==> src/rtl/matmul_pkg.sv <==
// Shared types and helpers for the N x N matrix multiplier.
package matmul_pkg;

  typedef enum logic [1:0] {IDLE, COMPUTE, FINISH} state_t;

  function automatic int res_width(input int n, input int w);
    return 2 * w + $clog2(n);
  endfunction

  // Row-major flat index of element [r][c] in an n x n matrix.
  function automatic int rm_idx(input int r, input int c, input int n);
    return r * n + c;
  endfunction

endpackage

==> src/rtl/matmul_mac.sv <==
// W x W multiply into an RW-bit accumulator; MATMUL_SIGNED_EN selects two's-complement operands.
module matmul_mac #(
  parameter int W  = 8,
  parameter int RW = 17
) (
  input  logic          clk,
  input  logic          reset,
  input  logic          clr,
  input  logic          en,
  input  logic [W-1:0]  a,
  input  logic [W-1:0]  b,
  output logic [RW-1:0] acc
);

  logic [2*W-1:0] prod;
  logic [RW-1:0]  prod_x;

`ifdef MATMUL_SIGNED_EN
  assign prod   = $signed({{W{a[W-1]}}, a}) * $signed({{W{b[W-1]}}, b});
  assign prod_x = {{(RW-2*W){prod[2*W-1]}}, prod};
`else
  assign prod   = {{W{1'b0}}, a} * {{W{1'b0}}, b};
  assign prod_x = {{(RW-2*W){1'b0}}, prod};
`endif

  // clr starts a fresh dot product with this cycle's term, so the finished
  // sum stays readable for one cycle while the next element begins.
  always_ff @(posedge clk) begin
    if (reset)    acc <= '0;
    else if (en)  acc <= clr ? prod_x : acc + prod_x;
  end

endmodule

==> src/rtl/matmul_nxn.sv <==
// N x N matrix multiplier: element-serial load, one sequential MAC, registered readout.
// Build option MATMUL_SIGNED_EN switches operands and result to two's-complement.
module matmul_nxn
  import matmul_pkg::*;
#(
  parameter int  N  = 2,
  parameter int  W  = 8,
  localparam int RW = res_width(N, W),
  localparam int AW = $clog2(2*N*N),
  localparam int OW = $clog2(N*N)
) (
  input  logic          clk,
  input  logic          reset,
  input  logic          load_en,
  input  logic [AW-1:0] load_sel,
  input  logic [W-1:0]  load_val,
  input  logic          execute,
  input  logic [OW-1:0] out_sel,
  output logic [RW-1:0] result,
  output logic          busy,
  output logic          done,
  output logic [RW-1:0] io_oeb
);

  localparam int NN = N * N;
  localparam int CW = $clog2(N);

  logic [NN-1:0][W-1:0]  a_mem, b_mem;
  logic [NN-1:0][RW-1:0] c_mem;
  state_t                state, state_n;
  logic [CW-1:0]         i_q, j_q, k_q;
  logic                  exec_q, exec_rise, last_mac, k_last;
  logic                  wr_vld;
  logic [OW-1:0]         wr_idx, a_idx, b_idx, ld_idx;
  logic                  ld_ok, ld_is_a;
  logic [RW-1:0]         mac_acc, rd_val;

  assign exec_rise = execute & ~exec_q;
  assign k_last    = (k_q == CW'(N-1));
  assign last_mac  = k_last && (j_q == CW'(N-1)) && (i_q == CW'(N-1));
  assign busy      = (state == COMPUTE);
  assign io_oeb    = '0;

  assign a_idx   = OW'(rm_idx(int'(i_q), int'(k_q), N));
  assign b_idx   = OW'(rm_idx(int'(k_q), int'(j_q), N));
  assign ld_ok   = (int'(load_sel) < 2*NN);
  assign ld_is_a = (int'(load_sel) < NN);
  assign ld_idx  = ld_is_a ? OW'(int'(load_sel)) : OW'(int'(load_sel) - NN);
  assign rd_val  = (int'(out_sel) < NN) ? c_mem[out_sel] : '0;

  always_comb begin
    state_n = state;
    case (state)
      IDLE:    if (exec_rise) state_n = COMPUTE;
      COMPUTE: if (last_mac)  state_n = FINISH;
      FINISH:  state_n = IDLE;
      default: state_n = IDLE;
    endcase
  end

  matmul_mac #(.W(W), .RW(RW)) u_mac (
    .clk   (clk),
    .reset (reset),
    .clr   (k_q == '0),
    .en    (busy),
    .a     (a_mem[a_idx]),
    .b     (b_mem[b_idx]),
    .acc   (mac_acc)
  );

  always_ff @(posedge clk) begin
    if (reset) begin
      state  <= IDLE;
      a_mem  <= '0;
      b_mem  <= '0;
      c_mem  <= '0;
      i_q    <= '0;
      j_q    <= '0;
      k_q    <= '0;
      exec_q <= 1'b0;
      wr_vld <= 1'b0;
      wr_idx <= '0;
      done   <= 1'b0;
      result <= '0;
    end else begin
      state  <= state_n;
      exec_q <= execute;
      // The sum completed at k==N-1 lands in C one cycle later; the last one during FINISH.
      wr_vld <= busy && k_last;
      wr_idx <= OW'(rm_idx(int'(i_q), int'(j_q), N));
      if (wr_vld) c_mem[wr_idx] <= mac_acc;
      case (state)
        IDLE: begin
          if (load_en && ld_ok) begin
            if (ld_is_a) a_mem[ld_idx] <= load_val;
            else         b_mem[ld_idx] <= load_val;
            done <= 1'b0;
          end
          if (exec_rise) begin
            c_mem <= '0;
            done  <= 1'b0;
            i_q   <= '0;
            j_q   <= '0;
            k_q   <= '0;
          end
        end
        COMPUTE: begin
          k_q <= k_last ? '0 : k_q + CW'(1);
          if (k_last) begin
            j_q <= (j_q == CW'(N-1)) ? '0 : j_q + CW'(1);
            if (j_q == CW'(N-1)) i_q <= i_q + CW'(1);
          end
        end
        FINISH:  done <= 1'b1;
        default: ;
      endcase
      result <= (state_n == COMPUTE) ? '0 : rd_val;
    end
  end

endmodule

==> config.mk <==
export PLATFORM = sky130hd
export DESIGN_NAME = matmul_nxn
export DESIGN_NICKNAME = d
export VERILOG_FILES = /design/src/rtl/matmul_pkg.sv /design/src/rtl/matmul_mac.sv /design/src/rtl/matmul_nxn.sv
export SDC_FILE = /design/constraint.sdc
export NUM_CORES = 1
export LEC_CHECK = 0
export CORE_MARGIN = 2
export CORE_UTILIZATION = 40
export DETAILED_ROUTE_END_ITERATION = 16
export DONT_BUFFER_PORTS = 1
export PLACE_DENSITY = 0.51
export SETUP_SLACK_MARGIN = 0.5
export SYNTH_ARGS = -nofsm -noshare
export SYNTH_HDL_FRONTEND = slang
export SYNTH_HIERARCHICAL = 1
export SYNTH_SLANG_ARGS = --single-unit
==> constraint.sdc <==
create_clock -name clk -period 11.6 [get_ports clk]
set_clock_uncertainty 0.2 [all_clocks]
set_input_delay 2.32 -clock clk [delete_from_list [all_inputs] [get_ports clk]]
set_output_delay 2.32 -clock clk [all_outputs]
set_load 0.01 [all_outputs]
After elaboration in Yosys (flattened, before gate mapping)
Index checks and enable logic that the tools add are counted.
{"block": "word_totals", "elab_cells": 97, "latchBits": 0, "rom_bits": 0, "n_memories": 0, "out_inout_bits": 36, "register_bits": 176, "ramBits": 0, "in_bits": 17}
{"block": "classes", "addsub": 8, "n_eq_ne": 7, "n_mul": 1, "reduce_logical": 15, "bitwise": 3, "n_lt_le_gt_ge": 8, "shifts": 0, "n_mux": 33, "div": 0}
{"operator": "68-bit two-way mux", "n": 3}
{"operator": "68-bit bitwise mux", "n": 1}
{"operator": "32-bit bitwise mux", "n": 2}
{"operator": "17-bit two-way mux", "n": 3}
{"operator": "17-bit binary-select mux with 2-bit select", "n": 1}
{"operator": "17-bit demux with 2-bit select", "n": 1}
{"operator": "8-bit binary-select mux with 2-bit select", "n": 2}
{"operator": "8-bit two-way mux", "n": 3}
{"operator": "17-bit by 16-bit adder with 17-bit output", "n": 1}
{"operator": "8-bit demux with 2-bit select", "n": 1}
{"operator": "8-bit by 8-bit multiplier with 16-bit output", "n": 1}
{"operator": "2-bit by 3-bit less-than comparator with 1-bit output (second input constant)", "n": 5}
{"operator": "3-bit AND reduction", "n": 3}
{"operator": "1-bit two-way mux", "n": 8}
{"operator": "1-bit one-hot mux with 2 select lines", "n": 4}
{"operator": "2-bit by 1-bit adder with 2-bit output", "n": 3}
{"operator": "2-bit two-way mux", "n": 3}
{"operator": "1-bit logical AND", "n": 5}
{"operator": "2-bit by 1-bit == test with 1-bit output (second input constant)", "n": 2}
{"operator": "2-bit by 1-bit >= comparator with 1-bit output (second input constant)", "n": 2}
{"operator": "2-bit by 1-bit != test with 1-bit output (second input constant)", "n": 2}
{"operator": "2-bit one-hot mux with 2 select lines", "n": 1}
{"operator": "2-bit AND reduction", "n": 2}
{"operator": "4-bit AND reduction", "n": 1}
{"operator": "11 further kinds", "n": 15}

Longest topological paths before layout
Gate-level depths: netlist (run 1).
{"block": "depth", "ltp_word": 8, "mapped_depth": 26, "mapped_depth_nobuf": 24}

Cells and area by module
Netlist (run 1), hierarchy kept.
{"module": "matmul_nxn", "area_each_um2": 6475.0, "instances": 1, "cells_each": 659}
{"module": "matmul_mac", "area_each_um2": 3697.3, "instances": 1, "cells_each": 447}

Worst setup path before layout (run 1)
Ideal clock, no wire load.
{"block": "synth_path", "path_type": "flip-flop to flip-flop", "start": "register k_q (netlist: k_last)", "end": "register u_mac.acc[15]", "path_slack_ns": 5.250, "stages_incl_launch_ff": 24, "period_less_slack_ns": 6.350, "arrival_time_ns": 6.016, "path_buffers": 2, "cell_sequence": "dfxtp_1 buf_2 buf_2 mux4_2 and2_1 fa_1 fa_1 inv_1 fa_1 fa_1 inv_1 ha_1 o21ai_0 o21ai_0 a41o_1 a21oi_1 xnor2_1 ha_1 a2111oi_0 nand2_1 nor2_1 a311oi_1 xnor2_1 o22ai_1"}
{"block": "synth_between", "elab_chain_len": 6, "elab_cells_between_ends": 9, "cone_classes": "add/sub (3); mul (1); mux (5)"}
{"element": "start, declared", "line_no": "matmul_nxn.sv:31", "source": "logic [CW-1:0] i_q, j_q, k_q;"}
{"element": "start signal, assigned", "line_no": "matmul_nxn.sv:108", "source": "k_q <= k_last ? '0 : k_q + CW'(1);"}
{"element": "2-bit by 1-bit adder with 2-bit output", "line_no": "matmul_pkg.sv:12", "source": "return r * n + c;"}
{"element": "8-bit binary-select mux with 2-bit select (on tied branches)", "line_no": "matmul_nxn.sv:66, matmul_nxn.sv:67"}
{"element": "8-bit two-way mux (on tied branches)", "line_no": "matmul_nxn.sv:66, matmul_nxn.sv:67"}
{"element": "8-bit by 8-bit multiplier with 16-bit output", "line_no": "matmul_mac.sv:22", "source": "assign prod = {{W{1'b0}}, a} * {{W{1'b0}}, b};"}
{"element": "17-bit by 16-bit adder with 17-bit output", "line_no": "matmul_mac.sv:30", "source": "else if (en) acc <= clr ? prod_x : acc + prod_x;"}
{"element": "17-bit two-way mux *", "line_no": "matmul_mac.sv:30"}
{"element": "end signal, assigned", "line_no": "matmul_mac.sv:30"}
{"element": "end, declared", "line_no": "matmul_mac.sv:12", "source": "output logic [RW-1:0] acc"}
Every way passes the cells marked *; elsewhere a longest branch is shown, timed or not. The select of a mux whose other input is x is not followed.
A chain may end at the register's enable or synchronous reset.

Final worst setup path (run 1)
Ends and elaborated chain as after synthesis.

==> impl_metrics.py, run 1 <==
metrics = {
    "power_and_ir_drop": {
        "max-vdd-ir-drop_mv": 0.108,
        "p_int_uw": 948,
        "p_per_area_nw_per_um2": 119,
        "power.share.combinational_pct": 5.4,
        "finalPower_mw": 1.30,
        "leakage_nw": 4.66,
        "p_clk_share_pct": 46.4,
        "pwr-share-seq_pct": 48.2,
        "switchingPower_uw": 349,
        "p_sw_share_pct": 26.9,
    },
    "global_routing": {
        "grt_pass1_vias": 7459,
        "track_usage_pct": 19.1,
        "grt_start_max_net_pins": 75,
        "grt_pass1_wl_um": 40000,
        "antenna_found_initial": 0,
        "grt_overflow_total": 0,
    },
    "placement": {
        "port-buffer-count": 0,
        "place_area_um2": 10300,
        "gp_congestion": 0.837,
        "dp_hpwl_um": 17000,
        "dp_cells": 1387,
    },
    "clock_tree": {
        "post-cts-setup-buffers": 0,
        "cts_tree": "done",
        "cts_root_buf": "clkbuf_16",
        "insertion_delay_ns": 0.44,
        "clock_sinks": 176,
        "hold_buffers": 0,
        "cts_resized": 0,
        "htreeDepth": 4,
        "cts_made_buffers": 17,
        "cts_max_path_buffers": 2,
        "clk_pin_slew_ns": 0.07,
    },
    "routing": {
        "vias": 7324,
        "drt-total-wl_um": 24300,
        "drt_iter0_drc": 401,
        "viasPerCell": 5.16,
        "drc_errors": 0,
        "drt_pass1_iterations": 5,
        "wl_per_cell_um": 17.1,
        "ant_nets": 0,
    },
    "synth": {
        "avgSynthCellArea_um2": 9.20,
        "syn_inst": 1106,
        "synth_cell_types": 69,
        "synthTopCellsByArea": "dfxtp_1 35%, nand2_1 9.2%, mux4_2 7.3%, fa_1 7.3%, mux2i_1 6.9%",
        "synthArstFlopShare_pct": 0,
        "yosysTopAreaCellShare_pct": 34.6,
        "netlist_area_um2": 10200,
        "synth.largest_area_cell": "dfxtp_1",
        "synth-main-ff-cell": "dfxtp_1",
        "synth.most_common_cell": "nand2_1",
        "synthTopCellsByCount": "248 x nand2_1, 176 x dfxtp_1, 98 x a21oi_1, 70 x mux2i_1, 59 x and2_1",
        "ys_ff_latch": 176,
        "yosysSeqAreaShare_pct": 34.6,
        "synth_edf_count": 0,
        "yosys_warnings": 6,
    },
    "sta": {
        "tns_ns": 0,
        "whs_ns": 0.255,
        "worstMarginPinSlew_ns": 1.09,
        "period_needed_ns": 7.38,
        "fin_crit_sh_pct": 63.6,
        "fmax_mhz": 135,
        "rsz0062_at_grt": "no",
        "final-hold-violation-count": 0,
        "drv_slew": 0,
        "slew-limit-headroom_pct": 27.4,
        "finalSetupViolations": 0,
    },
    "setup_path": {
        "critPathKind": "reg -> reg",
        "cp-start-kind": "flop",
        "cp-end-kind": "flop",
        "crit_required_ns": 11.71,
        "r2r_end": "u_mac/acc[15]$_SDFFE_PP0P_",
        "path_max_fanout": 21,
        "rrSetupSlack_ns": 4.22,
        "r2r_start": "k_last$_SDFFE_PP0P_",
        "cp_data_arrival_time_ns": 7.49,
        "reg2reg_depth": 22,
    },
    "finish": {
        "nFillCells": 2499,
        "final_cell_area_um2": 10900,
        "n_antenna_cell": 0,
        "drive_above_1_share_pct": 7.81,
        "syn2layout_area_growth_pct": 7.26,
        "layout.nets": 1183,
        "fin_cells": 1419,
    },
    "run": {
        "cap_violations": 0,
    },
    "die": {
        "row_count": 58,
        "ios": 53,
        "die_w_um": 163,
        "fp.coreArea_um2": 25100,
        "die_h_um": 163,
        "dieArea_um2": 26700,
        "floorplan.initialDensity_pct": 40.5,
    },
    "min_path": {
        "holdPathEnd": "c_mem[32]$_SDFF_PP0_",
        "min_from": "c_mem[32]$_SDFF_PP0_",
        "hold_depth": 2,
        "holdCritPathClass": "reg -> reg",
    },
    "status": {
        "status": "complete, no violations",
    },
}
-- power groups by stage --
stage               Sequential, mW  Clock [mW]  Combinational (mW)
finish                       0.625       0.601              0.0703
global route                 0.627       0.642              0.0785
CTS                          0.625       0.618              0.0712
detailed placement           0.640           0              0.0710
global placement             0.640           0              0.0707
floorplan                    0.632           0              0.0674
-- logic make-up (layout without fill, tap and decap cells) --
family,count (synthesis),count (layout),share of synthesized area [%]
XOR/XNOR,23,23,1.98
other,1,17,0.0369
AND/OR/NAND/NOR,413,413,19.0
adder cells (fa/ha/maj),90,90,13.8
AO/OA/AOI/OAI,176,176,10.6
flip-flops,176,176,34.6
buffers and inverters,124,91,5.76
multiplexers,103,103,14.2
-- stage by stage --
stage | worst slack (ns) | util (%)
final | 4.22 | 43.5
after global routing | 3.53 | 43.5
after CTS | 4.24 | 43.5
after detailed placement | 4.28 | 41.0
after global placement | 4.33 | 41.0
after floorplan | 5.25 | -
-- critical path, cell delays in order, from the launching register on --
cell and delay, ns:
dfxtp_1 1.04, mux4_2 0.72, nand2_1 0.13, fa_1 0.44
fa_1 0.54, inv_1 0.05, fa_1 0.53, inv_1 0.05
fa_1 0.52, inv_1 0.04, ha_1 0.33, o21ai_0 0.13
o21ai_0 0.41, a41o_1 0.28, a21oi_1 0.09, xnor2_1 0.15
ha_1 0.36, a2111oi_0 0.62, nand2_1 0.14, nor2_1 0.12
a311oi_1 0.06, xnor2_1 0.19, o22ai_1 0.09
-- worst max path at each step --
stage	start	end	slack (ns)
2_1_floorplan	k_last$_SDFFE_PP0P_	u_mac/acc[15]$_SDFFE_PP0P_	5.25
3_3_place_gp	k_last$_SDFFE_PP0P_	u_mac/acc[15]$_SDFFE_PP0P_	4.33
3_5_place_dp	k_last$_SDFFE_PP0P_	u_mac/acc[15]$_SDFFE_PP0P_	4.28
4_1_cts	k_last$_SDFFE_PP0P_	u_mac/acc[15]$_SDFFE_PP0P_	4.24
5_1_grt	k_last$_SDFFE_PP0P_	u_mac/acc[15]$_SDFFE_PP0P_	3.53
6_report	k_last$_SDFFE_PP0P_	u_mac/acc[15]$_SDFFE_PP0P_	4.22
-- state kept, by name, summed over array words and instances, names as in the netlist --
signal     cells
wr_idx         2
state          2
i_q            1
u_mac/acc     17
result        17
c_mem         68
a_mem         32
b_mem         32
j_q            1
exec_q         1
done           1
wr_vld         1
k_last         1
-- layer usage --
layer	track usage, %	vias to the layer above	wire length, um
met5	0	-	0
met4	5.34	0	404
met3	2.95	25	639
met2	33.9	125	12100
met1	24.2	3485	11200
li1	-	3689	-
-- area by class of cell --
| class | count | area [um^2] | area share (%) |
|---|---|---|---|
| well taps | 330 | 413 | 3.78 |
| multi-input cells | 822 | 6120 | 56.1 |
| clock buffers | 17 | 425 | 3.90 |
| inverters | 55 | 206 | 1.89 |
| clock inverters | 15 | 189 | 1.73 |
| repair buffers | 4 | 30.0 | 0.275 |
| flip-flops and latches | 176 | 3520 | 32.3 |
-- cell usage in the layout, fill, tap and decap left out, types with 6 or more instances in the layout --
| master | n |
|---|---|
| inv_1 | 54 |
| mux4_2 | 33 |
| nor2_1 | 25 |
| nor2b_1 | 21 |
| nor3_1 | 7 |
| inv_8 | 6 |
| a21oi_1 | 98 |
| conb_1 | 17 |
| o211ai_1 | 6 |
| xor2_1 | 8 |
| clkbuf_16 | 17 |
| xnor2_1 | 15 |
| nand2_1 | 248 |
| dfxtp_1 | 176 |
| nand3_1 | 12 |
| fa_1 | 37 |
| and2_1 | 59 |
| ha_1 | 53 |
| mux2i_1 | 70 |
| o21ai_0 | 22 |
| nand2b_1 | 9 |
| a211oi_1 | 6 |
(Power assumes the default switching activity.)
==> run 2, diff against run 1 <==
clock period = 7 ns   (was 11.6 ns; I/O delays follow)
==> run 2 against run 1 <==
Compared with the run above:
- via count is 2.7% higher
- core utilization is 1.5 points higher
- global-route usage is 0.43 points higher
- clock-buffer cell count stayed put
- non-clock buffer count is 19 higher
- sequential power is 65% higher
- clock power is 73% higher
- total power is 70% higher
- fmax is 16% higher
- sequential share of layout area is 1.0 points lower
==> impl_metrics.py, run 2 (same netlist as run 1, synthesis figures left out) <==
metrics = {
    "status": {
        "status": "complete, no violations",
    },
    "global_routing": {
        "grt_start_max_net_pins": 75,
        "grt_overflow_total": 0,
        "grt_pass1_wl_um": 40900,
        "antenna_found_initial": 0,
        "grt_pass1_vias": 7566,
        "track_usage_pct": 19.6,
    },
    "setup_path": {
        "crit_path_top_delay_cell": "mux4_2",
        "cp-start-kind": "flop",
        "crit_required_ns": 7.15,
        "slowest_delay_ns": 0.60,
        "cp-end-kind": "flop",
        "path_max_fanout": 8,
        "cp_data_arrival_time_ns": 6.49,
        "critPathKind": "reg -> reg",
        "path_cells": "buf_12 > buf_4 > mux4_2 > and2_1 > fa_1 > fa_1 > ha_1 > inv_1 > fa_1 > inv_1 > ha_1 > a211oi_1 > o21bai_1 > a21oi_1 > xnor2_1 > ha_1 > and3_1 > a311o_1 > a21oi_2 > o311ai_1 > a31oi_1",
    },
    "clock_tree": {
        "cts_tree": "done",
        "cts_root_buf": "clkbuf_16",
        "insertion_delay_ns": 0.43,
        "htreeDepth": 4,
        "cts_max_path_buffers": 2,
        "clock_sinks": 176,
        "clk_pin_slew_ns": 0.08,
        "cts_made_buffers": 17,
        "hold_buffers": 0,
    },
    "finish": {
        "largest_reg_flops": 68,
        "layout_commonest_cell": "nand2_1",
        "reg.largest.list": "c_mem x68, a_mem x32, b_mem x32",
        "n_antenna_cell": 0,
        "final_cell_mix": "247 x nand2_1, 173 x dfxtp_1, 94 x a21oi_1",
        "layout.nets": 1202,
        "syn2layout_area_growth_pct": 11.0,
        "nFillCells": 2479,
        "regMostFlops": "c_mem",
        "drive_above_1_share_pct": 12.0,
    },
    "power_and_ir_drop": {
        "leakage_nw": 4.81,
        "max-vdd-ir-drop_mv": 0.178,
        "p_per_area_nw_per_um2": 195,
    },
    "sta": {
        "tns_ns": 0,
        "fin_crit_sh_pct": 90.6,
        "setup_slack_ns": 0.661,
        "period_needed_ns": 6.34,
        "rsz0062_at_grt": "no",
        "finalSetupViolations": 0,
        "worstMarginPinSlew_ns": 0.964,
        "fmax_mhz": 158,
        "slew-limit-headroom_pct": 35.5,
        "drv_slew": 0,
        "final-hold-violation-count": 0,
    },
    "routing": {
        "vias": 7525,
        "drt-total-wl_um": 25500,
        "drt_pass1_iterations": 5,
        "ant_nets": 0,
        "wl_per_cell_um": 17.7,
        "drt_iter0_drc": 459,
        "drc_errors": 0,
        "viasPerCell": 5.23,
    },
    "placement": {
        "dp_hpwl_um": 17300,
        "place_worst_setup_slack_ns": -0.0801,
        "port-buffer-count": 0,
        "gp_congestion": 0.846,
    },
    "die": {
        "row_count": 58,
        "die_w_um": 163,
        "fp.coreArea_um2": 25100,
        "die_h_um": 163,
        "floorplan.initialDensity_pct": 40.5,
        "dieArea_um2": 26700,
        "ios": 53,
    },
    "min_path": {
        "holdCritPathClass": "reg -> reg",
    },
    "run": {
        "cap_violations": 0,
    },
}
## run 2: cell count changes in the layout (fill, tap and decap cells not counted), sizes merged
cell      previous run  this run
clkinvlp             1         0
clkbuf              17        18
bufinv               1         0
inv                 63        65
buf                  4        22
## run 2: what timing repair did
action | in CTS | in global routing
gates cloned | 0 | 1
endpoints found under the hold margin | 0 | 0
gates resized for setup | 11 | 33
setup buffers | 2 | 15
pin swaps | 1 | 17
endpoints found under the setup margin | 7 | 7
## run 2: cell type report
type	count	area (um^2)	area share, %
Multi-Input combinational cell	822	6290	55.7
Sequential cell	176	3530	31.3
Clock buffer	17	425	3.77
Inverter	55	206	1.83
Timing Repair Buffer	23	210	1.86
Clock inverter	15	215	1.91
Tap cell	330	413	3.66
## run 2: through the flow
stage | hold slack [ns] | util [%] | instance area (um^2) | cells | power, mW
final | 0.256 | 45.0 | 11300 | 1438 | 2.20
after global routing | 0.272 | 45.0 | 11300 | 1438 | 2.28
after CTS | 0.257 | 43.8 | 11000 | 1422 | 2.22
after detailed placement | 0.247 | 41.1 | 10300 | 1388 | 1.18
after global placement | 0.240 | 41.1 | 10300 | 1388 | 1.18
after floorplan | 0.231 | - | 10200 | 1122 | 1.16
## run 2: final timing paths
| kind | from | to | slack [ns] | cells after the start |
|---|---|---|---|---|
| worst max-delay path | k_last$_SDFFE_PP0P_ | u_mac/acc[13]$_SDFFE_PP0P_ | 0.66 | 21 |
| worst min-delay path | c_mem[50]$_SDFF_PP0_ | c_mem[50]$_SDFF_PP0_ | 0.26 | 2 |
| worst min register to register | c_mem[50]$_SDFF_PP0_ | c_mem[50]$_SDFF_PP0_ | 0.26 | 2 |
| worst max register to register | k_last$_SDFFE_PP0P_ | u_mac/acc[13]$_SDFFE_PP0P_ | 0.66 | 21 |
## run 2: metal layers
metal | up-vias | share of wire, % | track usage (%)
met3 | 18 | 2.6 | 3.02
met2 | 120 | 50 | 34.7
met5 | - | 0 | 0
li1 | 3717 | - | -
met4 | 0 | 1.6 | 4.94
met1 | 3670 | 46 | 24.9
## run 2: where the power goes
group / internal [mW] / total, mW / switching [mW]
sequential: 1.01 / 1.03 / 0.0183
clock: 0.505 / 1.04 / 0.535
combinational: 0.0486 / 0.133 / 0.0848
## run 2: worst max-delay path: cells and delay by family, from the launching register on
kind	cells	cell delay, ns
AOI/OAI and AO/OA	7	1.75
DFF	1	0.37
muxes	1	0.60
adders and majority gates	6	2.35
and+or+nand+nor	2	0.44
buffers and inverters	4	0.35
xor gates and xnor gates	1	0.19
==> run 3, diff against run 2 <==
CORE_MARGIN = 1.5   (was 2)
SKIP_CTS_REPAIR_TIMING = 1   (was unset)
TNS_END_PERCENT = 20   (was unset)
==> run 3 against run 2 <==
Compared with the run above:
- clock power is 6% lower
- total power is 2.6% lower
- global-route usage is 0.40 points lower
- combinational power hardly changed
- die area is 1.2% lower
- sequential power hardly changed
- flip-flop and latch count stayed put
- first-iteration DRC count is 14% lower
- via count is 1.2% lower
- cell count is 0.42% lower
- clock-buffer cell count is 2 higher
- hold slack worse by 0.0028 ns
==> impl_metrics.py, run 3 (same netlist as run 1, synthesis figures left out) <==
metrics = {
    "clock_tree": {
        "cts_made_buffers": 17,
        "clk_pin_slew_ns": 0.07,
        "cts_max_path_buffers": 2,
        "htreeDepth": 4,
        "clock_sinks": 176,
        "cts_root_buf": "clkbuf_16",
        "cts_tree": "done",
        "insertion_delay_ns": 0.44,
    },
    "status": {
        "status": "complete, no violations",
    },
    "routing": {
        "drc_errors": 0,
        "ant_nets": 0,
        "viasPerCell": 5.19,
        "drt_iter0_drc": 395,
        "vias": 7438,
        "drt-total-wl_um": 24900,
        "wl_per_cell_um": 17.4,
        "drt_pass1_iterations": 5,
    },
    "die": {
        "fp.coreArea_um2": 25000,
        "row_count": 58,
        "dieArea_um2": 26400,
        "ios": 53,
        "die_w_um": 162,
        "floorplan.initialDensity_pct": 40.6,
        "die_h_um": 162,
    },
    "global_routing": {
        "grt_pass1_vias": 7323,
        "grt_pass1_wl_um": 39400,
        "grt_start_max_net_pins": 75,
        "antenna_found_initial": 0,
        "track_usage_pct": 19.2,
        "grt_overflow_total": 0,
    },
    "sta": {
        "drv_slew": 0,
        "finalSetupViolations": 0,
        "setup_slack_ns": 0.673,
        "period_needed_ns": 6.33,
        "fin_crit_sh_pct": 90.4,
        "worstMarginPinSlew_ns": 0.952,
        "tns_ns": 0,
        "fmax_mhz": 158,
        "slew-limit-headroom_pct": 36.3,
        "final-hold-violation-count": 0,
        "rsz0062_at_grt": "yes",
    },
    "finish": {
        "drive_above_1_share_pct": 10.5,
        "layout.nets": 1197,
        "fin_util_pct": 44.6,
        "fin_cells": 1432,
        "reg.largest.list": "c_mem x68, a_mem x32, b_mem x32",
        "n_antenna_cell": 0,
        "largest_reg_flops": 68,
        "syn2layout_area_growth_pct": 9.71,
        "nFillCells": 2459,
        "regMostFlops": "c_mem",
        "layout_commonest_cell": "nand2_1",
        "final_cell_mix": "246 x nand2_1, 173 x dfxtp_1, 96 x a21oi_1",
    },
    "setup_path": {
        "critPathKind": "reg -> reg",
        "cp-start-kind": "flop",
        "crit_required_ns": 7.16,
        "cp-end-kind": "flop",
        "path_max_fanout": 8,
        "cp_data_arrival_time_ns": 6.48,
    },
    "placement": {
        "gp_congestion": 0.865,
        "port-buffer-count": 0,
        "dp_hpwl_um": 17100,
        "place_worst_setup_slack_ns": -0.0621,
        "dp_cells": 1388,
    },
    "run": {
        "cap_violations": 0,
    },
    "power_and_ir_drop": {
        "p_per_area_nw_per_um2": 192,
        "leakage_nw": 4.74,
        "max-vdd-ir-drop_mv": 0.118,
    },
    "min_path": {
        "holdCritPathClass": "reg -> reg",
    },
}
[run 3: changes by cell type in the layout (fill, tap and decap cells not counted), moves of 4 or more]
cell and change:
clkinv_8 -5, buf_4 -6, clkinv_4 +4, inv_12 -4
[run 3: power breakdown]
part	switching (mW)	internal (mW)	total, mW
clock	0.436	0.545	0.981
sequential	0.0188	1.01	1.03
combinational	0.0851	0.0487	0.134
[run 3: final timing paths]
check,start,endpoint,slack [ns],depth (start not counted)
worst max register to register,k_last$_SDFFE_PP0P_,u_mac/acc[15]$_SDFFE_PP0P_,0.67,22
worst min register to register,c_mem[15]$_SDFF_PP0_,c_mem[15]$_SDFF_PP0_,0.25,2
worst max-delay path,k_last$_SDFFE_PP0P_,u_mac/acc[15]$_SDFFE_PP0P_,0.67,22
worst min-delay path,c_mem[15]$_SDFF_PP0_,c_mem[15]$_SDFF_PP0_,0.25,2
[run 3: metal layers]
metal  track usage [%]  up-vias  wire (um)
li1                  -     3714          -
met1              23.9     3575      11300
met2              33.4      122      12400
met3              2.83       27        698
met4              7.42        0        485
met5                 0        -          0
[run 3: through the flow]
step                total power, mW  instance area [um^2]  hold slack, ns
finish                         2.15                 11200           0.253
global route                   2.22                 11200           0.269
CTS                            2.16                 10900           0.255
detailed placement             1.18                 10300           0.245
global placement               1.18                 10300           0.240
floorplan                      1.16                 10200           0.231
[run 3: cell type report]
cell class,instances,area (um^2),share of cell area [%]
flip-flops and latches,176,3530,31.7
repair buffers,18,185,1.66
well taps,330,413,3.70
multi-input cells,822,6230,55.8
clock buffers,19,443,3.97
clock inverters,12,151,1.36
inverters,55,206,1.85
[run 3: worst max-delay path: stages (launching register included)]
cell	delay (ns)
dfxtp_4	0.38
buf_12	0.14
buf_4	0.12
mux4_2	0.60
and2_1	0.20
fa_1	0.51
fa_1	0.53
fa_1	0.54
inv_1	0.05
fa_1	0.52
inv_1	0.06
ha_4	0.26
a2111oi_2	0.30
o21ai_1	0.17
a31oi_1	0.31
xnor2_1	0.16
ha_1	0.26
a2111oi_4	0.35
nand2_1	0.11
nor2_1	0.10
a311oi_1	0.07
xnor2_1	0.15
o22ai_1	0.15
==> variant (flow settings as in run 2) <==
`result` no longer has a reset.
--- a/src/rtl/matmul_nxn.sv
+++ b/src/rtl/matmul_nxn.sv
@@ -83,3 +83,2 @@
       done   <= 1'b0;
-      result <= '0;
     end else begin
@@ -116,4 +115,7 @@
       endcase
-      result <= (state_n == COMPUTE) ? '0 : rd_val;
     end
+  end
+
+  always_ff @(posedge clk) begin
+    result <= (state_n == COMPUTE) ? '0 : rd_val;
   end
Check against the original RTL: same outputs for any inputs over 10 cycles, from zero or initial values and one cycle with reset high; that may be too few to reach the edited logic, so the function may still have changed.
==> variant against run 2 <==
Sequential cell count did not move; area after synthesis rose by 2.8%; final area rose by 4.0%; count of clock-buffer cells in the layout did not move; worst setup slack got worse by 0.53 ps; global-route usage fell by 1.1 points; wire length fell by 2.4%; total power fell by 0.52%; critical endpoint is now u_mac/acc[16]; largest cell class unchanged.
==> variant: results (changes against run 2) <==
Pwr
  – Net Sw Frac: 28.3% (was 28.9%)
  – Worst vdd ir: 149 uV (was 178 uV)
  – Lkg Pwr: 4.97 nW (was 4.81 nW)

Placement
  – Post-place instance area: 10,600 um^2 (was 10,300 um^2)
  – Dpl ws: 67.3 ps (was -80.1 ps)
  – Routability Congestion: 0.867 (was 0.846)
  – DP HPWL: 16,900 um (was 17,300 um)
  – Cells after DPL: 1,397 (was 1,388)
  – IO buf count: 0 (unchanged)

Worst setup path
  – CP peak stage delay: 630 ps (was 600 ps)
  – RR Startpoint: k_last (unchanged)
  – Path depth of the worst reg2reg path: 22 (was 21)
  – R2r endpoint: u_mac/acc[16] (was u_mac/acc[13])
  – Critical Path AT: 6520 ps (was 6490 ps)
  – Max FO, Critical Path: 7 (was 8)

Timing
  – Highest clock rate: 0.158 GHz (about the same)
  – Tightest Pin Transition: 1050 ps (was 964 ps)

Layout
  – Layout cells sized above 1: 15.5% (was 12.0%)
  – Ant. Diodes: 0 (unchanged)
  – Layout Cells excl Fill: 1,461 (was 1,438)
  – Fin nets: 1,220 (was 1,202)
  – Top Registers: c_mem: 68 flops, a_mem: 32 flops, b_mem: 32 flops (unchanged)

Clocking
  – Clock latency at the later pin of the worst-skew pair: 450 ps (was 430 ps)

Logic synthesis
  – Largest cells by area after synthesis: dfxtp_1, mux4_2, fa_1 (was dfxtp_1, nand2_1, mux4_2)
  – Register area share after synthesis: 33.7% (was 34.6%)
  – Synth cell count leaders: nand2_1, dfxtp_1, a21oi_1 (unchanged)
  – Unique masters post-synth: 72 (was 69)
  – Synth top area share: 33.7% (was 34.6%)

GRT
  – Vias in the first global route: 7,581 (was 7,566)
  – First-pass GRT wire length: 40,900 um (about the same)
  – Largest net degree at the start of global routing: 100 (was 75)
  – GRT Overall Usage: 18.5% (was 19.6%)

Status
  – Status: finished clean (unchanged)

Route
  – Via density: 5.17 (was 5.23)
  – DRT Wirelength: 24,900 um (was 25,500 um)
## variant: power by group through the flow
stage	sequential, mW	clock (mW)	combinational, mW
finish	1.04	1.01	0.147
CTS	1.04	1.04	0.142
global route	1.04	1.08	0.160
global placement	1.06	0	0.132
detailed placement	1.06	0	0.133
floorplan	1.05	0	0.127
## variant: cell type report
| class | instances | area (um^2) |
|---|---|---|
| timing repair buffer | 39 | 342 |
| clock buffer | 17 | 425 |
| clock inverter | 15 | 204 |
| fill | 2509 | 14100 |
| tap | 335 | 419 |
| multi-input combinational | 814 | 6570 |
| inverter | 65 | 244 |
| sequential | 176 | 3530 |
## variant: kinds of logic (layout without fill, tap and decap cells)
logic type | Yosys count | after routing | share of synthesized area (%)
xor+xnor | 18 | 18 | 1.51
buf+inv | 142 | 136 | 6.35
other cells | 1 | 17 | 0.0359
mux | 102 | 102 | 13.7
compound gates | 176 | 176 | 11.0
simple gates | 411 | 411 | 20.2
flops | 176 | 176 | 33.7
fa+ha+maj | 90 | 90 | 13.4
## variant: timing repair
| item | in CTS | in global routing |
|---|---|---|
| cloned | 1 | 0 |
| setup endpoints to repair | 7 | 8 |
| gates resized for setup | 27 | 42 |
| hold buffers | 0 | 0 |
| pin swaps | 13 | 46 |
| buffers inserted | 12 | 19 |
## variant: how the worst min path moves through the flow
| stage | depth (start not counted) | from | slack (ps) | endpoint |
|---|---|---|---|---|
| CTS | 2 | c_mem[20] | 260 | c_mem[20] |
| floorplan | 2 | c_mem[18] | 230 | c_mem[18] |
| global placement | 2 | c_mem[61] | 240 | c_mem[61] |
| global route | 2 | c_mem[60] | 270 | c_mem[60] |
| finish | 2 | c_mem[20] | 250 | c_mem[20] |
| detailed placement | 2 | c_mem[20] | 240 | c_mem[20] |
## variant: tightest hold or removal path: stages, from the launching register on
cell and delay, ps:
dfxtp_1 310, nand2_1 50, a21oi_1 50
## variant: layer usage
| layer | GRT usage (%) | routed length [um] | vias to the layer above | share of wire, % |
|---|---|---|---|---|
| met5 | 0 | 0 | - | 0 |
| li1 | - | - | 3742 | - |
| met4 | 4.46 | 225 | 0 | 0.90 |
| met1 | 25.5 | 12000 | 3662 | 48 |
| met3 | 2.87 | 768 | 18 | 3.1 |
| met2 | 30.6 | 11900 | 136 | 48 |
